**src/rtl/fltr_sched.sv**
```systemverilog
// Round-robin scheduler sharing one multiply-accumulate FIR core across NCH sample channels.
// Each grant shifts the sample into that channel's delay line, runs TAPS MAC cycles and emits a saturated result.
module fltr_sched #(
   parameter int unsigned NCH  = 4,
   parameter int unsigned TAPS = 4,
   parameter int unsigned DW   = 16,
   parameter int unsigned CW   = 16,
   parameter int unsigned OW   = 32
) (
   input  logic                     clk,
   input  logic                     rst_n,
   input  logic [NCH-1:0]           req_vld,
   input  logic [NCH*DW-1:0]        req_data,
   output logic [NCH-1:0]           req_rdy,
   input  logic                     cfg_we,
   input  logic [$clog2(TAPS)-1:0]  cfg_addr,
   input  logic [CW-1:0]            cfg_coef,
   output logic                     cfg_busy,
   output logic                     out_vld,
   input  logic                     out_rdy,
   output logic [$clog2(NCH)-1:0]   out_ch,
   output logic [OW-1:0]            out_data
);

   localparam int unsigned CHW = $clog2(NCH);
   localparam int unsigned KW  = $clog2(TAPS);
   localparam int unsigned PW  = DW + CW;
   localparam int unsigned AW  = PW + KW;
   localparam int unsigned SW  = (AW > OW) ? AW : OW;

   localparam logic [1:0] IDLE = 2'd0;
   localparam logic [1:0] MAC  = 2'd1;
   localparam logic [1:0] OUT  = 2'd2;

   localparam logic signed [SW-1:0] SAT_MAX = {{(SW-OW+1){1'b0}}, {(OW-1){1'b1}}};
   localparam logic signed [SW-1:0] SAT_MIN = {{(SW-OW+1){1'b1}}, {(OW-1){1'b0}}};

   logic [1:0]             state_q, state_d;
   logic signed [DW-1:0]   dly_q  [NCH][TAPS];
   logic signed [DW-1:0]   dly_d  [NCH][TAPS];
   logic signed [CW-1:0]   coef_q [TAPS];
   logic signed [CW-1:0]   coef_d [TAPS];
   logic signed [AW-1:0]   acc_q, acc_d;
   logic [KW-1:0]          tap_q, tap_d;
   logic [CHW-1:0]         last_q, last_d;
   logic [CHW-1:0]         ch_q, ch_d;
   logic                   vld_q, vld_d;
   logic [OW-1:0]          data_q, data_d;
   logic                   busy_q, busy_d;

   logic                   gnt_vld;
   logic [CHW-1:0]         gnt_ch;
   logic                   hs;
   logic signed [PW-1:0]   prod;
   logic signed [AW-1:0]   acc_sum;
   logic signed [SW-1:0]   acc_ext;
   logic [OW-1:0]          acc_sat;

   // Round-robin search starting just after the last granted channel
   always_comb begin
      logic [CHW-1:0] idx;
      gnt_vld = 1'b0;
      gnt_ch  = last_q;
      idx     = '0;
      for (int unsigned n = 1; n <= NCH; n++) begin
         idx = CHW'((32'(last_q) + n) % NCH);
         if (!gnt_vld && req_vld[idx]) begin
            gnt_vld = 1'b1;
            gnt_ch  = idx;
         end
      end
   end

   assign hs      = (state_q == IDLE) && gnt_vld;
   assign req_rdy = hs ? (NCH'(1'b1) << gnt_ch) : '0;

   // Accumulator is wide enough that only the final value needs clamping
   assign prod    = coef_q[tap_q] * dly_q[ch_q][tap_q];
   assign acc_sum = acc_q + AW'(prod);
   assign acc_ext = SW'(acc_sum);
   assign acc_sat = (acc_ext > SAT_MAX) ? SAT_MAX[OW-1:0] :
                    (acc_ext < SAT_MIN) ? SAT_MIN[OW-1:0] : acc_ext[OW-1:0];

   always_comb begin
      state_d = state_q;
      dly_d   = dly_q;
      coef_d  = coef_q;
      acc_d   = acc_q;
      tap_d   = tap_q;
      last_d  = last_q;
      ch_d    = ch_q;
      vld_d   = vld_q;
      data_d  = data_q;
      case (state_q)
         IDLE: begin
            if (cfg_we && (32'(cfg_addr) < TAPS)) coef_d[cfg_addr] = cfg_coef;
            if (hs) begin
               for (int unsigned k = TAPS - 1; k > 0; k--) dly_d[gnt_ch][k] = dly_q[gnt_ch][k-1];
               dly_d[gnt_ch][0] = req_data[32'(gnt_ch)*DW +: DW];
               acc_d   = '0;
               tap_d   = '0;
               last_d  = gnt_ch;
               ch_d    = gnt_ch;
               state_d = MAC;
            end
         end
         MAC: begin
            acc_d = acc_sum;
            tap_d = tap_q + KW'(1);
            if (tap_q == KW'(TAPS - 1)) begin
               state_d = OUT;
               vld_d   = 1'b1;
               data_d  = acc_sat;
            end
         end
         OUT: begin
            if (out_rdy) begin
               vld_d   = 1'b0;
               state_d = IDLE;
            end
         end
         default: state_d = IDLE;
      endcase
      busy_d = (state_d != IDLE);
   end

   always_ff @(posedge clk or negedge rst_n) begin
      if (!rst_n) begin
         state_q <= IDLE;
         for (int unsigned c = 0; c < NCH; c++)
            for (int unsigned k = 0; k < TAPS; k++) dly_q[c][k] <= '0;
         for (int unsigned k = 0; k < TAPS; k++) coef_q[k] <= '0;
         acc_q   <= '0;
         tap_q   <= '0;
         last_q  <= CHW'(NCH - 1);
         ch_q    <= '0;
         vld_q   <= 1'b0;
         data_q  <= '0;
         busy_q  <= 1'b0;
      end else begin
         state_q <= state_d;
         dly_q   <= dly_d;
         coef_q  <= coef_d;
         acc_q   <= acc_d;
         tap_q   <= tap_d;
         last_q  <= last_d;
         ch_q    <= ch_d;
         vld_q   <= vld_d;
         data_q  <= data_d;
         busy_q  <= busy_d;
      end
   end

   assign cfg_busy = busy_q;
   assign out_vld  = vld_q;
   assign out_ch   = ch_q;
   assign out_data = data_q;

endmodule

```
**config.mk**
```make
export PLATFORM = sky130hd
export DESIGN_NAME = fltr_sched
export DESIGN_NICKNAME = d
export VERILOG_FILES = /design/src/rtl/fltr_sched.sv
export SDC_FILE = /design/constraint.sdc
export NUM_CORES = 2
export LEC_CHECK = 0
export ABC_AREA = 1
export CAP_MARGIN = 25
export CELL_PAD_IN_SITES_DETAIL_PLACEMENT = 0
export CELL_PAD_IN_SITES_GLOBAL_PLACEMENT = 1
export CORE_MARGIN = 1
export CORE_UTILIZATION = 30
export CTS_BUF_LIST = sky130_fd_sc_hd__clkbuf_8
export CTS_CLUSTER_DIAMETER = 80
export DETAILED_ROUTE_END_ITERATION = 16
export PLACE_DENSITY = 0.61
export REMOVE_ABC_BUFFERS = 1
export SLEW_MARGIN = 10
export SYNTH_ARGS = -nofsm -noshare
export SYNTH_HDL_FRONTEND = slang
export SYNTH_SLANG_ARGS = --single-unit
```
**constraint.sdc**
```tcl
create_clock -name clk -period 18.1 [get_ports clk]
set_input_delay 1.81 -clock clk [delete_from_list [all_inputs] [get_ports clk]]
set_output_delay 1.81 -clock clk [all_outputs]
set_load 0.01 [all_outputs]
```
Word-level counts from Yosys, hierarchy flattened
Index checks and enable logic that the tools add are counted.
Storage, ports and cells
  logic and storage cells: 134
  bits of input ports: 90
  output and inout port bits: 40
  register bits: 396
Operators by class
  order comparisons: 12
  eq/ne operators: 6
  mux-type cells: 57
  bitwise logic cells: 4
  reductions and logical operators: 18
  shifts and indexed selects: 2
  multipliers: 1
  $add $sub $neg: 6
Operators with widths (count)
  256-bit bitwise mux: 4
  64-bit demux with 2-bit select: 4
  64-bit two-way mux: 5
  64-bit binary-select mux with 2-bit select: 2
  16-bit two-way mux: 6
  32-bit two-way mux: 3
  34-bit case mux with 2 select lines: 1
  16-bit binary-select mux with 2-bit select: 2
  64-bit bitwise mux: 1
  64-bit by 7-bit variable part select with 16-bit output: 1
  48-bit two-way mux: 1
  34-bit by 32-bit adder with 34-bit output: 1
  34-bit by 32-bit > comparator with 1-bit output (second input constant): 1
  34-bit by 32-bit < comparator with 1-bit output (second input constant): 1
  34-bit two-way mux: 1
  16-bit demux with 2-bit select: 1
  16-bit by 16-bit multiplier with 32-bit output: 1
  2-bit two-way mux: 8
  3-bit >= comparator (second input constant): 4
  2-bit by 3-bit < comparator with 1-bit output (second input constant): 4
  2-bit NOT with 3-bit output: 4
  1-bit two-way mux: 10
  1-bit binary-select mux with 2-bit select: 4
  2-bit AND reduction: 4
  16 further kinds: 32

Depth between registers and ports, before layout
  depth in word-level cells: 22
  mapped depth: 40
  mapped depth without buffers: 36

Least setup slack after synthesis
Ideal clock, no wire load.
  path kind: reg-to-reg
  start point: reg ch_q[0], in the netlist out_ch[0]
  end point: reg data_q[18], in the netlist out_data[18]
  clock period less this slack: 7106 ps
  slack: 10994 ps
  data arrival time: 7028 ps
  stages on the path, launching flop included: 37
  buffers on the path: 4
  cell sequence: dfrtp_1 -> buf_2 -> inv_1 -> clkbuf_1 -> clkbuf_1 -> nor2_1 -> o22ai_1 -> o221ai_1 -> nand2_1 -> inv_2 -> nor2_1 -> inv_1 -> fa_1 -> inv_1 -> fa_1 -> inv_1 -> fa_1 -> inv_1 -> fa_1 -> fa_1 -> inv_1 -> fa_1 -> inv_1 -> ha_1 -> nand2_1 -> nor2_1 -> nand2_1 -> nor3_1 -> nand2_1 -> nand2_1 -> nand2_1 -> nand2_1 -> nand2_1 -> nand3_1 -> buf_2 -> nand2_1 -> a21oi_1
Between the ends
  cells in the longest elaborated chain, start to end: 12
RTL lines
  from (decl): RTL line 46  | logic [CHW-1:0] ch_q, ch_d;
  from (signal assigned): RTL line 147  | ch_q <= ch_d;
  2-bit NOT with 3-bit output (implied by the code) (*): RTL line 78  | assign prod = coef_q[tap_q] * dly_q[ch_q][tap_q];
  64-bit binary-select mux with 2-bit select (*): RTL line 78
  64-bit two-way mux (implied by the code) (*) (2 in a row): RTL line 78
  16-bit binary-select mux with 2-bit select (*): RTL line 78
  16-bit two-way mux (implied by the code) (*) (2 in a row): RTL line 78
  16-bit by 16-bit multiplier with 32-bit output (*): RTL line 78
  34-bit by 32-bit adder with 34-bit output (*): RTL line 79  | assign acc_sum = acc_q + AW'(prod);
  34-bit by 32-bit < comparator with 1-bit output: RTL line 82  | (acc_ext < SAT_MIN) ? SAT_MIN[OW-1:0] : acc_ext[OW-1:0];
  32-bit two-way mux: RTL line 82
  32-bit two-way mux (*): RTL line 81  | assign acc_sat = (acc_ext > SAT_MAX) ? SAT_MAX[OW-1:0] :
  to (signal assigned): RTL line 149  | data_q <= data_d;
  to (decl): RTL line 48  | logic [OW-1:0] data_q, data_d;
Every way passes the cells marked *; elsewhere a longest branch is shown, timed or not. The select of a mux whose other input is x is not followed.
A chain may end at the register's enable or synchronous reset.

Worst setup path in the final report
  start point: reg ch_q[0], in the netlist out_ch[0]
  end point: reg data_q[16], in the netlist out_data[16]
Same word-level chain as after synthesis.

==> results.py <==
metrics = {
    "outcome": {
        "status": "finished clean",
    },
    "layout": {
        "drive_above_1_share": 0.0606,
        "finalNetCount": 4647,
        "fillers": 11179,
        "syn_to_final_growth_pct": 13.4,
        "finalCoreUtilization": 0.344,
    },
    "placed_design": {
        "dpl.hpwl_um": 66400,
        "gp_congestion": 0.850,
        "io_buffers": 129,
        "dp_slack_ps": 8730,
    },
    "timing": {
        "finalHoldViolations": 0,
        "fin_crit_sh": 0.522,
        "final.min_clock_period_ps": 9440,
        "fmax_mhz": 106,
        "setup_ws_ps": 8660,
        "max-slew-margin-rel": 0.203,
        "fin_skew_ps": 46.9,
        "finalSetupViolCount": 0,
        "rsz0062_at_grt": "no",
        "fin_setup_tns_ps": 0,
        "tightest_slew_ps": 1200,
        "slew_viol_final": 0,
    },
    "worst_setup_path": {
        "critPathKind": "register to register",
        "crit_arrival_ps": 10010,
        "crit_path_end_kind": "register",
        "cp.required_ps": 18670,
        "critical_path.slowest_cell": "nand2_1",
        "critPathMostFrequentCell": "nand2_1",
        "critPathMaxStageDelay_ps": 780,
        "start_kind": "register",
        "cp_max_fo": 65,
    },
    "global_route": {
        "grt_use_total": 0.194,
        "grt_max_degree": 157,
        "top_usage_layer": "met2",
        "grt_pass1_wl_um": 162000,
        "grt.met1_usage": 0.260,
        "first_global_vias": 27591,
        "use_met3": 0.0280,
        "grt.overflow.total": 0,
        "antenna_found_initial": 2,
        "met2_usage": 0.324,
    },
    "job": {
        "drv_cap": 0,
    },
    "clock_network": {
        "clk_pin_slew_worst_paths_ps": 60,
        "cts_resized": 0,
        "h-tree-depth": 3,
        "cts_tree": "done",
        "cts.sinks": 396,
        "numCtsBuffers": 79,
        "clockBufferDepth": 3,
        "cts_setup_buffers": 0,
        "postCtsHoldBufs": 0,
        "worstSkewPairLatency_ps": 730,
        "cts_root_buf": "clkbuf_8",
    },
    "synthesis": {
        "synth_fa_ha_area_frac": 0.235,
        "synth_compound_area_frac": 0.105,
        "synth-seq-area-share": 0.314,
        "synth_edf_count": 0,
        "synth_mux_area_frac": 0,
        "ys_warn_count": 0,
        "netlist_area_um2": 31500,
        "synthArstFlopShare": 1.00,
        "synth_top_family_by_area": "simple AND/OR/NAND/NOR gates",
        "yosysUniqueCellTypes": 46,
        "synth_simple_gate_area_frac": 0.238,
        "ys_seq_elements": 396,
        "avgSynthCellArea_um2": 7.71,
        "netlist_instances": 4092,
        "synth_xor_area_frac": 0.00694,
        "synth_ff_type": "dfrtp_1",
    },
    "floorplanning": {
        "io_pins": 130,
        "die_h_um": 326,
        "die_area_um2": 106000,
        "die_w_um": 326,
        "start_util": 0.304,
        "num_rows": 118,
        "fp.coreArea_um2": 104000,
    },
    "detailed_routing": {
        "antenna_left": 0,
        "finalWirelength_um": 100000,
        "drtIter0Drc": 1719,
        "route.detailed.drc": 0,
        "avgViaCountPerCell": 4.72,
        "dr.pass1.iters": 5,
        "vias": 26411,
        "wl_per_cell_um": 17.9,
    },
    "min_path": {
        "hold_class": "register to register",
    },
}
[flip-flops by register name (all words and copies together), names as in the netlist]
register  count
acc_q        34
cfg_busy      1
coef_q       64
dly_q       256
last_q        2
out_ch        2
out_data     32
out_vld       1
state_q       2
tap_q         2
[routing by layer]
| layer | share of wire | vias up |
|---|---|---|
| met2 | 0.48 | 523 |
| li1 | - | 12777 |
| met5 | 0 | - |
| met1 | 0.46 | 13004 |
| met4 | 0.020 | 0 |
| met3 | 0.045 | 107 |
[kinds of logic (layout without fill, tap and decap cells)]
logic type / Yosys count / in the layout
AOI/OAI and AO/OA: 592 / 592
other: 0 / 2
DFF: 396 / 396
and+or+nand+nor: 1868 / 1868
xor gates and xnor gates: 25 / 25
adders and majority gates: 408 / 408
buffers and inverters: 803 / 920
[cell usage after synthesis, types with 2 or more instances]
master	n	area, µm²
nand2_1	1320	4950
inv_1	571	2140
dfrtp_1	394	9860
fa_1	305	6110
nor2_1	289	1080
o21ai_0	288	1440
nand3_1	184	921
a21oi_1	119	596
clkbuf_1	113	424
ha_1	103	1290
o21ai_1	71	355
buf_2	66	330
or2_2	40	250
o221ai_1	30	263
o22ai_1	28	175
a22o_1	23	201
xor2_1	19	166
inv_2	16	60.1
a32oi_1	15	131
buf_4	14	105
nand3_2	11	110
o21bai_1	10	75.1
buf_1	9	33.8
clkinv_1	7	26.3
nand4_1	7	43.8
buf_6	6	67.6
xnor2_1	6	52.6
nor2_4	3	33.8
nor3_1	3	15.0
a21o_1	2	15.0
dfstp_2	2	52.6
nand2_4	2	22.5
nor2_2	2	12.5
nor3b_1	2	15.0
[layout by cell type, fill, tap and decap left out, types with 6 or more instances in the layout]
master           synthesis  final
clkinv_1                 7      7
dfrtp_1                394    392
ha_1                   103    103
a22o_1                  23     23
or2_2                   40     40
nor2_1                 289    288
a32oi_1                 15     15
xor2_1                  19     19
o21ai_0                288    288
clkinv_2                 0      8
clkbuf_8                 0     98
nand3_2                 11      9
nand2_1               1320   1320
o21bai_1                10     10
xnor2_1                  6      6
o22ai_1                 28     28
nand3_1                184    184
clkdlybuf4s50_1          0    128
inv_1                  571    597
nand4_1                  7      7
buf_4                   14     52
o21ai_1                 71     71
inv_2                   16     16
fa_1                   305    305
o221ai_1                30     30
a21oi_1                119    119
[cell type report]
cell class | count | area, µm² | share of cell area
Multi-Input combinational cell | 2893 | 18500 | 0.516
Sequential cell | 396 | 9920 | 0.277
Inverter | 595 | 2240 | 0.0627
Timing Repair Buffer | 184 | 1760 | 0.0493
Tap cell | 1380 | 1730 | 0.0483
Clock buffer | 98 | 1350 | 0.0377
Clock inverter | 43 | 297 | 0.00829
Antenna cell | 2 | 5.00 | 0.000140
[critical path: cells and delay by family, from the launching register on]
family	cells	cell delay (ps)
adders and majority gates	7	3380
AOI/OAI and AO/OA	4	610
buffers and inverters	8	2150
DFF	1	410
and+or+nand+nor	12	2630
[final timing paths]
path,from,endpoint,slack [ps],cells after the start
max,out_ch[0],out_data[16],8660,31
min,out_vld,out_vld,470,2
max reg2reg,out_ch[0],out_data[16],8660,31
min reg2reg,out_vld,out_vld,470,2
max in group asynchronous,rst_n,out_ch[1],14660,3
min in group asynchronous,rst_n,coef_q[45],1090,1
[stage by stage]
stage | hold WS (ps) | instance area (µm²) | cells
2_1_floorplan | 441 | 30600 | 3884
3_3_place_gp | 457 | 34000 | 5446
3_5_place_dp | 460 | 34100 | 5447
4_1_cts | 476 | 35700 | 5588
5_1_grt | 486 | 35700 | 5590
6_report | 472 | 35800 | 5591
Power is not shown: default switching activity piles up to over one toggle a cycle in this logic, so the estimate is an artifact.
